[config.mk]
export PLATFORM = sky130hd
export DESIGN_NAME = rf_wb_arb
export DESIGN_NICKNAME = d
export VERILOG_FILES = /design/src/rtl/rf_wb_pkg.sv /design/src/rtl/wb_fifo.sv /design/src/rtl/rf_wb_arb.sv
export SDC_FILE = /design/constraint.sdc
export NUM_CORES = 1
export LEC_CHECK = 0
export ABC_AREA = 1
export CAP_MARGIN = 15
export CORE_MARGIN = 2
export CORE_UTILIZATION = 55
export DETAILED_ROUTE_END_ITERATION = 7
export PLACE_DENSITY = 0.79
export RECOVER_POWER = 100
export SKIP_CTS_REPAIR_TIMING = 1
export SLEW_MARGIN = 15
export SYNTH_ARGS = -nofsm -noshare
export SYNTH_HDL_FRONTEND = slang
export SYNTH_HIERARCHICAL = 1
export SYNTH_SLANG_ARGS = --single-unit
export TNS_END_PERCENT = 10
[constraint.sdc]
create_clock -name clk -period 5.53 [get_ports clk]
set_input_delay 0.8295 -clock clk [delete_from_list [all_inputs] [get_ports clk]]
set_output_delay 0.8295 -clock clk [all_outputs]
set_load 0.05 [all_outputs]
[src/rtl/rf_wb_pkg.sv]
// Shared widths and the write-back entry payload for the register-file write arbiter.
package rf_wb_pkg;

  localparam int unsigned NUM_REGS = 8;
  localparam int unsigned DATA_W   = 16;
  localparam int unsigned SEL_W    = $clog2(NUM_REGS);

  typedef struct packed {
    logic [SEL_W-1:0]  regsel;
    logic [DATA_W-1:0] data;
  } wb_entry_t;

endpackage

[src/rtl/wb_fifo.sv]
// Circular buffer of write-back entries: up to two enqueues and one dequeue per cycle,
// plus per-entry register-select match against two lookup selects.
module wb_fifo
  import rf_wb_pkg::*;
#(
  parameter int unsigned DEPTH = 4,
  localparam int unsigned PTR_W = $clog2(DEPTH),
  localparam int unsigned CNT_W = $clog2(DEPTH + 1)
) (
  input  logic             clk,
  input  logic             rst,
  input  logic             push_a,
  input  wb_entry_t        entry_a,
  input  logic             push_b,
  input  wb_entry_t        entry_b,
  input  logic             pop,
  input  logic [SEL_W-1:0] rsel1,
  input  logic [SEL_W-1:0] rsel2,
  output logic [CNT_W-1:0] count,
  output wb_entry_t        head_c,
  output logic             match1_c,
  output logic             match2_c
);

  wb_entry_t        mem_q [DEPTH];
  wb_entry_t        mem_d [DEPTH];
  logic [PTR_W-1:0] head_q, head_d;
  logic [PTR_W-1:0] tail_q, tail_d;
  logic [CNT_W-1:0] count_q, count_d;
  logic [PTR_W-1:0] off;

  // entry_b only lands when entry_a does, directly behind it
  always_comb begin
    mem_d  = mem_q;
    tail_d = tail_q;
    if (push_a) begin
      mem_d[tail_q] = entry_a;
      tail_d        = PTR_W'(tail_q + PTR_W'(1));
      if (push_b) begin
        mem_d[tail_d] = entry_b;
        tail_d        = PTR_W'(tail_d + PTR_W'(1));
      end
    end
    head_d  = pop ? PTR_W'(head_q + PTR_W'(1)) : head_q;
    count_d = CNT_W'(count_q + CNT_W'(push_a) + CNT_W'(push_a & push_b) - CNT_W'(pop));
  end

  always_ff @(posedge clk or negedge rst) begin
    if (!rst) begin
      for (int unsigned i = 0; i < DEPTH; i++) mem_q[i] <= '0;
      head_q  <= '0;
      tail_q  <= '0;
      count_q <= '0;
    end else begin
      mem_q   <= mem_d;
      head_q  <= head_d;
      tail_q  <= tail_d;
      count_q <= count_d;
    end
  end

  // a slot is occupied when its distance from head is below count
  always_comb begin
    match1_c = 1'b0;
    match2_c = 1'b0;
    off      = '0;
    for (int unsigned i = 0; i < DEPTH; i++) begin
      off = PTR_W'(PTR_W'(i) - head_q);
      if (CNT_W'(off) < count_q) begin
        if (mem_q[i].regsel == rsel1) match1_c = 1'b1;
        if (mem_q[i].regsel == rsel2) match2_c = 1'b1;
      end
    end
  end

  assign count  = count_q;
  assign head_c = mem_q[head_q];

endmodule

[src/rtl/rf_wb_arb.sv]
// Write-back arbiter feeding the register file's single write port from ALU and load returns.
// Optional RF_WB_FLOWTHRU_EN: a lone result arriving at an empty queue is written in the same cycle.
module rf_wb_arb
  import rf_wb_pkg::*;
#(
  parameter int unsigned DEPTH = 4,
  localparam int unsigned CNT_W = $clog2(DEPTH + 1)
) (
  input  logic              clk,
  input  logic              rst,
  input  logic              mem_valid,
  output logic              mem_ready,
  input  logic [SEL_W-1:0]  mem_regsel,
  input  logic [DATA_W-1:0] mem_data,
  input  logic              alu_valid,
  output logic              alu_ready,
  input  logic [SEL_W-1:0]  alu_regsel,
  input  logic [DATA_W-1:0] alu_data,
  output logic              write,
  output logic [SEL_W-1:0]  writeregsel,
  output logic [DATA_W-1:0] writedata,
  input  logic [SEL_W-1:0]  read1regsel,
  input  logic [SEL_W-1:0]  read2regsel,
  output logic              read1_pending,
  output logic              read2_pending,
  output logic              err
);

  logic [CNT_W-1:0] count;
  wb_entry_t        head_c, mem_ent, alu_ent, entry_a;
  logic             ready_c, mem_xfer, alu_xfer;
  logic             push_a, push_b, pop;
  logic             match1_c, match2_c;
  logic             err_q, err_d;

  assign mem_ent = {mem_regsel, mem_data};
  assign alu_ent = {alu_regsel, alu_data};

  // two free slots keep a same-cycle pair from ever overflowing
  assign ready_c   = (CNT_W'(DEPTH) - count) >= CNT_W'(2);
  assign mem_ready = ready_c;
  assign alu_ready = ready_c;
  assign pop       = (count != '0);

  // mem wins the first slot of a same-cycle pair
  always_comb begin
    mem_xfer    = mem_valid & ready_c;
    alu_xfer    = alu_valid & ready_c;
    push_a      = mem_xfer | alu_xfer;
    entry_a     = mem_xfer ? mem_ent : alu_ent;
    push_b      = mem_xfer & alu_xfer;
    write       = (count != '0);
    writeregsel = head_c.regsel;
    writedata   = head_c.data;
`ifdef RF_WB_FLOWTHRU_EN
    if ((count == '0) && push_a) begin
      write       = 1'b1;
      writeregsel = entry_a.regsel;
      writedata   = entry_a.data;
      push_a      = push_b;
      entry_a     = alu_ent;
      push_b      = 1'b0;
    end
`endif
  end

  wb_fifo #(.DEPTH(DEPTH)) u_fifo (
    .clk      (clk),
    .rst      (rst),
    .push_a   (push_a),
    .entry_a  (entry_a),
    .push_b   (push_b),
    .entry_b  (alu_ent),
    .pop      (pop),
    .rsel1    (read1regsel),
    .rsel2    (read2regsel),
    .count    (count),
    .head_c   (head_c),
    .match1_c (match1_c),
    .match2_c (match2_c)
  );

  assign read1_pending = match1_c;
  assign read2_pending = match2_c;

  // sticky: any offer while not ready
  assign err_d = err_q | ((mem_valid | alu_valid) & ~ready_c);

  always_ff @(posedge clk or negedge rst) begin
    if (!rst) err_q <= 1'b0;
    else      err_q <= err_d;
  end

  assign err = err_q;

endmodule

# Word level (Yosys, flattened, before mapping)
# Index checks and enable logic that the tools add are counted.
[totals] latchBits=0 memories=0 ram_bits=0 romBits=0 ff_bits=84 out_inout_bits=25
[classes] mux=28 n_bitwise=12 div_mod_pow=0 addsub=11 n_eq_ne=8 magnitude_cmp=10 reduce_logical=3 shifts=0 mul=0
[op_table] operator="76-bit bitwise mux" n=2
[op_table] operator="19-bit 2-to-1 mux" n=5
[op_table] operator="19-bit demux with 2-bit select" n=2
[op_table] operator="76-bit 2-to-1 mux" n=1
[op_table] operator="19-bit binary-select mux with 2-bit select" n=1
[op_table] operator="3-bit == test" n=8
[op_table] operator="1-bit 2-to-1 mux" n=16
[op_table] operator="2-bit by 3-bit < comparator with 1-bit output" n=4
[op_table] operator="3-bit greater-or-equal comparator, second input constant" n=3
[op_table] operator="2-bit NOT with 3-bit output" n=3
[op_table] operator="2-bit by 1-bit adder with 2-bit output, second input constant" n=3
[op_table] operator="3-bit by 1-bit < comparator with 1-bit output, second input constant" n=2
[op_table] operator="1-bit AND" n=5
[op_table] operator="1-bit by 2-bit subtractor with 2-bit output, first input constant" n=2
[op_table] operator="2-bit subtractor, first input constant" n=2
[op_table] operator="3-bit by 1-bit adder with 3-bit output" n=1
[op_table] operator="3-bit adder" n=1
[op_table] operator="3-bit by 2-bit greater-or-equal comparator with 1-bit output, second input constant" n=1
[op_table] operator="1-bit bitwise OR" n=3
[op_table] operator="3-bit nonzero test" n=1
[op_table] operator="3-bit by 1-bit subtractor with 3-bit output" n=1
[op_table] operator="3-bit subtractor, first input constant" n=1
[op_table] operator="1-bit logical AND" n=2
[op_table] operator="2-bit 2-to-1 mux" n=1
[op_table] operator="1-bit NOT" n=1

# Longest topological paths before layout
# Gate-level depths: netlist of the first run.
[logic_depth] depth_word=9 ltp_mapped=16

# Modules after synthesis
# Netlist of the first run, hierarchy kept.
[by_module_without_submodules] module="wb_fifo" cells_each=696 instances=1 area_per_inst_um2=5295.1
[by_module_without_submodules] module="rf_wb_arb" cells_each=82 instances=1 area_per_inst_um2=432.9

# Least setup slack after synthesis of the first run
# OpenSTA, ideal clock, no wires.
[synth_path] path_kind="reg2reg" start="reg u_fifo.count_q[0], in the netlist u_fifo/count[0]" end="reg u_fifo.count_q[2], in the netlist u_fifo/count[2]" synth_period_minus_slack_ns=3.122 path_buffers=2 stages_incl_launch_ff=16 required_ns=5.401 arrival_time_ns=2.993 setup_ns=0.129 path_slack_ns=2.408 cell_sequence="dfrtp_1 > inv_1 > ha_1 > ha_1 > nand3_4 > buf_6 > o21ai_0 > inv_1 > buf_2 > inv_2 > ha_1 > inv_1 > fa_1 > fa_1 > xnor2_1 > xor2_1"
[synth_between] elab_chain_cells=7
[synth_rtl] item="start, declared" line_no="wb_fifo.sv:29" text="logic [CNT_W-1:0] count_q, count_d;"
[synth_rtl] item="start signal, assigned" line_no="wb_fifo.sv:58" text="count_q <= count_d;"
[synth_rtl] item="3-bit subtractor *" line_no="rf_wb_arb.sv:40" text="assign ready_c = (CNT_W'(DEPTH) - count) >= CNT_W'(2);"
[synth_rtl] item="3-bit by 2-bit greater-or-equal comparator with 1-bit output *" line_no="rf_wb_arb.sv:40"
[synth_rtl] item="via alu_ready" line_no="rf_wb_arb.sv:16" text="output logic alu_ready,"
[synth_rtl] item="1-bit AND, on equally long branches" line_no="rf_wb_arb.sv:47, rf_wb_arb.sv:48"
[synth_rtl] item="1-bit bitwise OR *" line_no="rf_wb_arb.sv:49" text="push_a = mem_xfer | alu_xfer;"
[synth_rtl] item="via push_a" line_no="rf_wb_arb.sv:32" text="logic push_a, push_b, pop;"
[synth_rtl] item="3-bit by 1-bit adder with 3-bit output or 1-bit AND (tied branches)" line_no="wb_fifo.sv:45" text="count_d = CNT_W'(count_q + CNT_W'(push_a) + CNT_W'(push_a & push_b) - CNT_W'(pop));"
[synth_rtl] item="3-bit adder *" line_no="wb_fifo.sv:45"
[synth_rtl] item="3-bit by 1-bit subtractor with 3-bit output *" line_no="wb_fifo.sv:45"
[synth_rtl] item="via u_fifo.count_d[2]" line_no="wb_fifo.sv:29"
# Mark *: on every way through the listed nets, which the timed path passes. The rest lies on a longest branch.
# A chain may end at the register's enable or synchronous reset.

# Worst setup path after layout of the first run
[layout_path] start="reg u_fifo.head_q[0]" end="out read2_pending"
[layout_between] elab_chain_cells=9
[layout_rtl] item="start, declared" line_no="wb_fifo.sv:27" text="logic [PTR_W-1:0] head_q, head_d;"
[layout_rtl] item="start signal, assigned" line_no="wb_fifo.sv:51" text="head_q <= '0;"
[layout_rtl] item="start signal, assigned" line_no="wb_fifo.sv:56" text="head_q <= head_d;"
[layout_rtl] item="1-bit by 2-bit subtractor with 2-bit output" line_no="wb_fifo.sv:68" text="off = PTR_W'(PTR_W'(i) - head_q);"
[layout_rtl] item="2-bit by 3-bit < comparator with 1-bit output" line_no="wb_fifo.sv:69" text="if (CNT_W'(off) < count_q) begin"
[layout_rtl] item="1-bit 2-to-1 mux" line_no="wb_fifo.sv:69"
[layout_rtl] item="1-bit 2-to-1 mux" line_no="wb_fifo.sv:71" text="if (mem_q[i].regsel == rsel2) match2_c = 1'b1;"
[layout_rtl] item="1-bit 2-to-1 mux" line_no="wb_fifo.sv:69"
[layout_rtl] item="1-bit 2-to-1 mux" line_no="wb_fifo.sv:71"
[layout_rtl] item="1-bit 2-to-1 mux" line_no="wb_fifo.sv:69"
[layout_rtl] item="1-bit 2-to-1 mux" line_no="wb_fifo.sv:71"
[layout_rtl] item="1-bit 2-to-1 mux *" line_no="wb_fifo.sv:69"
[layout_rtl] item="end, declared" line_no="rf_wb_arb.sv:25" text="output logic read2_pending,"
# Every way passes the cells marked *; elsewhere a longest branch is shown, timed or not.

==> reports/metrics.csv, run 1 <==
stage,metric,value,unit
cts,tritoncts_clock_tree,yes,
cts,worstSkewPairLatency,0.37,ns
timing,maxSlewViolCount,0,
grt,antenna_found_initial,0,
timing,totalNegativeSetupSlack,0,ns
route,num_vias,5888,
cts,numClockSinks,84,
hold_path,hp-class,input pin to asynchronous set/reset pin,
route,drt_first_pass_iters,6,
timing,timing_hold_violations_final,0,
grt,grt_start_max_net_pins,85,
timing,min_period,4.584,ns
cells_and_area,syn2layout_area_growth,15.77,%
worst_setup_path,crit_start,u_fifo/head_q[0]$_DFFE_PN0P_,
die,die-height,106.1,um
timing,clock_skew,0.01253,ns
worst_setup_path,critPathKind,flop to output pin,
worst_setup_path,critPathCaptureType,output pin,
die,design.die.area,11250,sq um
die,start_util,55.99,%
worst_setup_path,critical_path_arrival,3.75,ns
worst_setup_path,critPathLaunchType,flop,
place,io_buffers,72,
route,vias_per_cell,6.153,
timing,tightest_slew,1.191,ns
route,postRouteAntennaNets,0,
cts,numCtsBuffers,9,
die,count_of_boundary_i_o_pins,73,
place,gp_congestion,0.9362,
job,maxCapViolations,0,
cts,clock_buffer_depth,2,
synth,yosys.area_share.simple,15.01,%
timing,report.final.setup_viol,0,
synth,ys_seq_elements,84,
synth,synth_adder_area_share,4.194,%
synth,synthDistinctLibCells,30,
grt,track_usage,31.35,%
route,route.final.wire_length,17180,um
timing,timing.final.crit_share,82.90,%
grt,grt_first_pass_wirelength,27920,um
worst_setup_path,reg2reg_from,u_fifo/count[0]$_DFF_PN0_,
cells_and_area,nFillCells,917,
route,route.detailed.wl_per_inst,17.95,um
synth,synth_nets,844,
synth,netlist_top_cells_area,"sky130_fd_sc_hd__dfrtp_1 (37%), sky130_fd_sc_hd__o21ai_0 (12%), sky130_fd_sc_hd__o211ai_1 (10%), sky130_fd_sc_hd__inv_1 (9.2%), sky130_fd_sc_hd__nand3_1 (6.6%)",
place,post-dp-hpwl,10770,um
status,status,"complete, no violations",
cells_and_area,design.final.nets,882,
synth,dominant_combinational_cell_family_by_area_after_synthesis,compound AO/OA/AOI/OAI gates,
cts,path_clk_slew,0.09,ns
grt,via_count_of_the_first_global_routing_pass,5666,
synth,syn_avg_cell_area,7.362,sq um
synth,synth_top_cell_area_share,36.70,%
die,fp-row-count,37,
die,die_w,106.1,um
route,drt_first_iter_violations,700,
synth,synth.mux.area_fraction,0,%
cells_and_area,share_of_cells_above_drive_strength_1,4.385,%
synth,ys.warnings.count,6,
route,remaining_drc_errors,0,
cts,cts.htree.levels,3,
worst_setup_path,crit_path_max_fanout,19,
synth,netlist_area,5728,sq um
worst_setup_path,cp_data_required_time,4.70,ns
synth,yosys.area_share.xor_xnor,2.141,%
synth,synth-compound-area-share,27.81,%
timing,setup_repair_after_global_routing_missed_its_margin,false,
die,design.core.area,10230,sq um
synth,synth_top_area_cell,sky130_fd_sc_hd__dfrtp_1,
synth,postSynthCellCount,778,
cts,cts_root_buffer,sky130_fd_sc_hd__clkbuf_8,
timing,maxSlewHeadroom,20.41,%
grt,grt_overflow,0,
synth,synth-seq-area-share,36.70,%
timing,max_clock_freq,218.1,MHz
cells_and_area,antennaDiodeCount,0,
cell families (layout without fill, tap and decap cells):
group,after synthesis,after routing
XOR/XNOR,14,14
flip-flops,84,84
AND/OR/NAND/NOR,199,199
buffers and inverters,199,242
adder cells (fa/ha/maj),18,18
AO/OA/AOI/OAI,264,264
registers in the layout (all words and copies together), names as in the netlist:
| register | cells |
|---|---|
| u_fifo/mem_q | 76 |
| u_fifo/count | 3 |
| u_fifo/head_q | 2 |
| u_fifo/tail_q | 2 |
| err | 1 |
layer usage:
metal / share of wire [%] / up-vias / GRT usage [%]
met5: 0 / - / 0
met4: 3.2 / 0 / 15.32
met3: 8.8 / 54 / 3.740
met2: 48 / 335 / 51.80
met1: 40 / 2812 / 40.98
li1: - / 2687 / -
critical path, stage by stage, from the launching register on:
cell,delay (ns)
sky130_fd_sc_hd__dfrtp_1,0.71
sky130_fd_sc_hd__clkbuf_1,0.46
sky130_fd_sc_hd__nor2_1,0.10
sky130_fd_sc_hd__buf_4,0.26
sky130_fd_sc_hd__inv_1,0.11
sky130_fd_sc_hd__nand2_1,0.09
sky130_fd_sc_hd__inv_1,0.07
sky130_fd_sc_hd__ha_1,0.21
sky130_fd_sc_hd__inv_1,0.05
sky130_fd_sc_hd__nor2_1,0.03
sky130_fd_sc_hd__nand2_1,0.06
sky130_fd_sc_hd__nand2_1,0.08
sky130_fd_sc_hd__inv_1,0.06
sky130_fd_sc_hd__nand2_1,0.06
sky130_fd_sc_hd__nand2_1,0.06
sky130_fd_sc_hd__inv_1,0.05
sky130_fd_sc_hd__nand2_1,0.06
sky130_fd_sc_hd__dlygate4sd3_1,0.87
cell usage in the layout, fill, tap and decap left out, types with 2 or more instances in the layout:
cell,instances
sky130_fd_sc_hd__nand3_1,76
sky130_fd_sc_hd__dfrtp_1,84
sky130_fd_sc_hd__nand2_1,99
sky130_fd_sc_hd__a21oi_1,6
sky130_fd_sc_hd__clkdlybuf4s50_1,46
sky130_fd_sc_hd__xor2_1,4
sky130_fd_sc_hd__inv_2,4
sky130_fd_sc_hd__inv_6,2
sky130_fd_sc_hd__a21oi_2,3
sky130_fd_sc_hd__fa_1,2
sky130_fd_sc_hd__nor2_1,22
sky130_fd_sc_hd__buf_4,9
sky130_fd_sc_hd__dlygate4sd3_1,25
sky130_fd_sc_hd__o211ai_1,77
sky130_fd_sc_hd__xnor2_1,10
sky130_fd_sc_hd__clkbuf_8,9
sky130_fd_sc_hd__o21ai_1,11
sky130_fd_sc_hd__o21ai_0,144
sky130_fd_sc_hd__ha_1,16
sky130_fd_sc_hd__bufinv_16,2
sky130_fd_sc_hd__a22oi_1,18
sky130_fd_sc_hd__inv_1,140
area by class of cell:
type	instances	area, sq um	area share (%)
Timing Repair Buffer	82	793.3	11.96
Inverter	144	540.5	8.151
Tap cell	136	170.2	2.566
Sequential cell	84	2102	31.70
Clock inverter	7	98.84	1.491
Multi-Input combinational cell	495	2803	42.26
Clock buffer	9	123.9	1.868
cells in the mapped netlist:
cell,instances
sky130_fd_sc_hd__o21bai_1,1
sky130_fd_sc_hd__buf_6,3
sky130_fd_sc_hd__clkbuf_2,5
sky130_fd_sc_hd__buf_2,22
sky130_fd_sc_hd__o22ai_1,1
sky130_fd_sc_hd__a21oi_4,1
sky130_fd_sc_hd__ha_1,16
sky130_fd_sc_hd__buf_1,2
sky130_fd_sc_hd__a21oi_2,3
sky130_fd_sc_hd__o211ai_1,77
sky130_fd_sc_hd__nor2_1,22
sky130_fd_sc_hd__o21ai_0,135
sky130_fd_sc_hd__a32oi_1,1
sky130_fd_sc_hd__nand3_4,1
sky130_fd_sc_hd__nand3_1,75
sky130_fd_sc_hd__nand2_1,99
sky130_fd_sc_hd__nand2_2,1
sky130_fd_sc_hd__a22oi_1,18
sky130_fd_sc_hd__xor2_1,4
sky130_fd_sc_hd__buf_4,2
sky130_fd_sc_hd__clkbuf_1,21
sky130_fd_sc_hd__inv_2,3
sky130_fd_sc_hd__nor2_2,1
sky130_fd_sc_hd__inv_1,141
sky130_fd_sc_hd__xnor2_1,10
sky130_fd_sc_hd__fa_1,2
sky130_fd_sc_hd__o21ai_1,20
sky130_fd_sc_hd__dfrtp_1,84
sky130_fd_sc_hd__a21oi_1,6
sky130_fd_sc_hd__o221ai_1,1
path summary, 6_finish.rpt:
path                       slack, ns  cells past startpoint                            to
min                             0.49                      1  u_fifo/mem_q[42]$_DFFE_PN0P_
max in group asynchronous       4.48                      1  u_fifo/mem_q[59]$_DFFE_PN0P_
min in group clk                0.49                      1                 err$_DFF_PN0_
max reg2reg                     1.07                     12  u_fifo/mem_q[11]$_DFFE_PN0P_
min reg2reg                     0.49                      1                 err$_DFF_PN0_
max                             0.95                     17                 read2_pending
stage by stage:
stage	instance area, sq um	setup WS (ns)	hold slack [ns]	utilization [%]	instances
final	6631	0.9458	0.4858	64.82	957
after CTS	6644	1.209	0.4967	64.94	957
after global placement	6421	1.547	0.4612	62.76	941
after global routing	6631	0.6853	0.5280	64.82	957
after detailed placement	6421	1.483	0.4698	62.76	941
after floorplan	5728	2.408	0.4538	-	778
Power of run 1 is left out: the tool's default activity adds up to more than one toggle a clock period on the data nets, which glitch-free logic cannot reach.
==> run 2, diff against run 1 <==
clock period = 4.3 ns   (was 5.53 ns; I/O delays follow)
==> run 2 against run 1 <==
Effect of this change:
- the flow now finishes with violations (max-capacitance violations, max-slew violations)
- via count is 0.53% lower
- register-to-register slack worse by 0.62 ns
- sequential share of layout area is 0.072 points lower
- wire length is 0.66% lower
- sequential cell count stayed put
- non-clock buffer count is 7 higher
- global-route usage hardly changed
- clock skew is 0.0010 ns lower
- final cell count is 0.73% higher
- worst hold slack worse by 0.0066 ns
- critical path depth is 4 lower
- cell area is 0.23% higher
- largest cell class unchanged
- highest routed layer is now met5
==> reports/metrics.csv, run 2 (synthesized netlist as in run 1, its figures left out) <==
stage,metric,value,unit,change
worst_setup_path,max_stage_delay,0.79,ns,-0.08 ns
timing,timing.final.crit_share,89.54,%,
cells_and_area,antennaDiodeCount,0,,unchanged
die,fp-row-count,37,,unchanged
worst_setup_path,cp_data_required_time,4.58,ns,-0.12 ns
timing,min_period,3.850,ns,
timing,report.final.setup_viol,0,,unchanged
worst_setup_path,critical_path_arrival,4.13,ns,+0.38 ns
worst_setup_path,critPathCaptureType,flop,,
cts,numClockSinks,84,,unchanged
route,drt_first_pass_iters,6,,unchanged
timing,maxSlewHeadroom,-3.187,%,-24 points
hold_path,hp-class,flop to flop,,
hold_path,min_delay_path_depth,1,,
cells_and_area,highest_count_cells_in_the_layout_ignoring_fill_and_taps,"sky130_fd_sc_hd__inv_1 (140), sky130_fd_sc_hd__o21ai_0 (139), sky130_fd_sc_hd__nand2_1 (99)",,
cts,cts.htree.levels,3,,unchanged
cts,worstSkewPairLatency,0.35,ns,-0.02 ns
place,post-dp-hpwl,11000,um,+2.2%
cells_and_area,nFillCells,879,,-4.1%
cts,cts_root_buffer,sky130_fd_sc_hd__clkbuf_8,,
grt,via_count_of_the_first_global_routing_pass,5759,,+1.6%
grt,grt_first_pass_wirelength,27910,um,about the same
die,count_of_boundary_i_o_pins,73,,unchanged
grt,grt_overflow,0,,unchanged
timing,timing_hold_violations_final,0,,unchanged
die,design.core.area,10230,sq um,unchanged
route,vias_per_cell,6.076,,-1.2%
route,route.detailed.wl_per_inst,17.70,um,-1.4%
route,drt_first_iter_violations,718,,+2.6%
place,io_buffers,72,,unchanged
die,die-height,106.1,um,unchanged
timing,setup_repair_after_global_routing_missed_its_margin,false,,
status,status,finished with violations,,
worst_setup_path,worst_path_max_delay_cell,sky130_fd_sc_hd__clkbuf_1,,
route,remaining_drc_errors,0,,unchanged
worst_setup_path,reg2reg_from,u_fifo/count[0]$_DFF_PN0_,,
worst_setup_path,crit_chain,inv_1 -> ha_1 -> ha_1 -> nand3_4 -> nand2_2 -> clkbuf_1 -> nor2_1 -> nand2_1 -> inv_1 -> fa_1 -> fa_1 -> xnor2_1 -> xor2_1,,
job,maxCapViolations,2,,+2
worst_setup_path,worst-r2r-setup-slack,0.45,ns,-0.62 ns
hold_path,worstHoldEndpoint,err$_DFF_PN0_,,
cells_and_area,design.final.nets,889,,+0.79%
timing,maxSlewViolCount,108,,+108
route,route.final.wire_length,17060,um,-0.66%
grt,antenna_found_initial,1,,+1
timing,clock_skew,0.01153,ns,-0.001002 ns
worst_setup_path,critical_path.reg2reg.endpoint,u_fifo/count[2]$_DFF_PN0_,,
die,die_w,106.1,um,unchanged
cells_and_area,share_of_cells_above_drive_strength_1,4.952,%,+0.57 points
cts,path_clk_slew,0.09,ns,about the same
cts,tritoncts_clock_tree,yes,,
cells_and_area,top_register,u_fifo/mem_q,,
worst_setup_path,critPathKind,flop to flop,,
route,postRouteAntennaNets,0,,unchanged
cells_and_area,layout_commonest_cell,sky130_fd_sc_hd__inv_1,,
hold_path,hold_path_startpoint,err$_DFF_PN0_,,
cells_and_area,largest_register_ff_count,76,,unchanged
worst_setup_path,reg2regPathDepth,13,,+1
status,violations,"max-capacitance violations, max-slew violations",,
cts,numCtsBuffers,9,,unchanged
worst_setup_path,crit_path_max_fanout,20,,+1
grt,grt_start_max_net_pins,85,,unchanged
die,design.die.area,11250,sq um,unchanged
cts,clock_buffer_depth,2,,unchanged
place,gp_congestion,0.9224,,-1.5%
worst_setup_path,critPathLaunchType,flop,,
timing,tightest_slew,1.548,ns,+0.3573 ns
die,start_util,55.99,%,unchanged
cells_and_area,syn2layout_area_growth,16.03,%,
route,num_vias,5857,,-0.53%
timing,totalNegativeSetupSlack,0,ns,unchanged
timing,max_clock_freq,259.7,MHz,
grt,track_usage,31.38,%,+0.033 points
## run 2: cell types whose count changed in the layout (fill, tap and decap cells not counted), sizes merged
cell	delta
buf	+4
bufinv	-2
clkbuf	+8
clkdlybuf4s50	+1
clkinv	-1
clkinvlp	+1
dlygate4sd3	-3
inv	-1
## run 2: metal layers
metal	vias to the layer above	global-route usage, %	routed length (um)	part of all wire (%)
li1	2697	-	-	-
met1	2723	40.60	6703	39
met2	370	50.97	8058	47
met3	65	6.070	1636	9.6
met4	2	14.66	658	3.9
met5	-	0	7	0.041
## run 2: per-stage QoR
step / instance area [sq um] / hold WS (ns) / worst slack, ns / instances / util, %
after global routing: 6646 / 0.5110 / 0.2072 / 964 / 64.96
final: 6646 / 0.4792 / 0.4499 / 964 / 64.96
after floorplan: 5728 / 0.3494 / 1.178 / 778 / -
after CTS: 6674 / 0.4930 / 0.6794 / 963 / 65.23
after detailed placement: 6486 / 0.4687 / 0.9139 / 947 / 63.40
after global placement: 6486 / 0.4617 / 1.055 / 947 / 63.40
## run 2: how the worst max path moves through the flow
| stage | to | cells after the start | slack (ns) | start |
|---|---|---|---|---|
| 2_1_floorplan | u_fifo/count[2]$_DFF_PN0_ | 15 | 1.18 | u_fifo/count[0]$_DFF_PN0_ |
| 3_3_place_gp | u_fifo/count[2]$_DFF_PN0_ | 11 | 1.06 | mem_valid |
| 3_5_place_dp | u_fifo/mem_q[25]$_DFFE_PN0P_ | 10 | 0.91 | mem_valid |
| 4_1_cts | read2_pending | 15 | 0.68 | u_fifo/head_q[1]$_DFFE_PN0P_ |
| 5_1_grt | u_fifo/count[2]$_DFF_PN0_ | 13 | 0.21 | u_fifo/count[0]$_DFF_PN0_ |
| 6_report | u_fifo/count[2]$_DFF_PN0_ | 13 | 0.45 | u_fifo/count[0]$_DFF_PN0_ |
## run 2: layout make-up
class	instances	area (sq um)	share of cell area (%)
timing repair buffer	89	833.3	12.54
clock buffer	12	155.1	2.334
tap	136	170.2	2.560
sequential	84	2102	31.63
multi-input combinational	495	2813	42.32
clock inverter	4	32.53	0.4895
inverter	144	540.5	8.133
## run 2: worst max-delay path: cells and delay by family, from the launching register on
family | cells | cell delay [ns]
xor gates and xnor gates | 2 | 0.35
adders and majority gates | 4 | 1.31
buffers and inverters | 3 | 0.95
DFF | 1 | 0.45
and+or+nand+nor | 4 | 0.71
Power of run 2 is left out for the same reason.
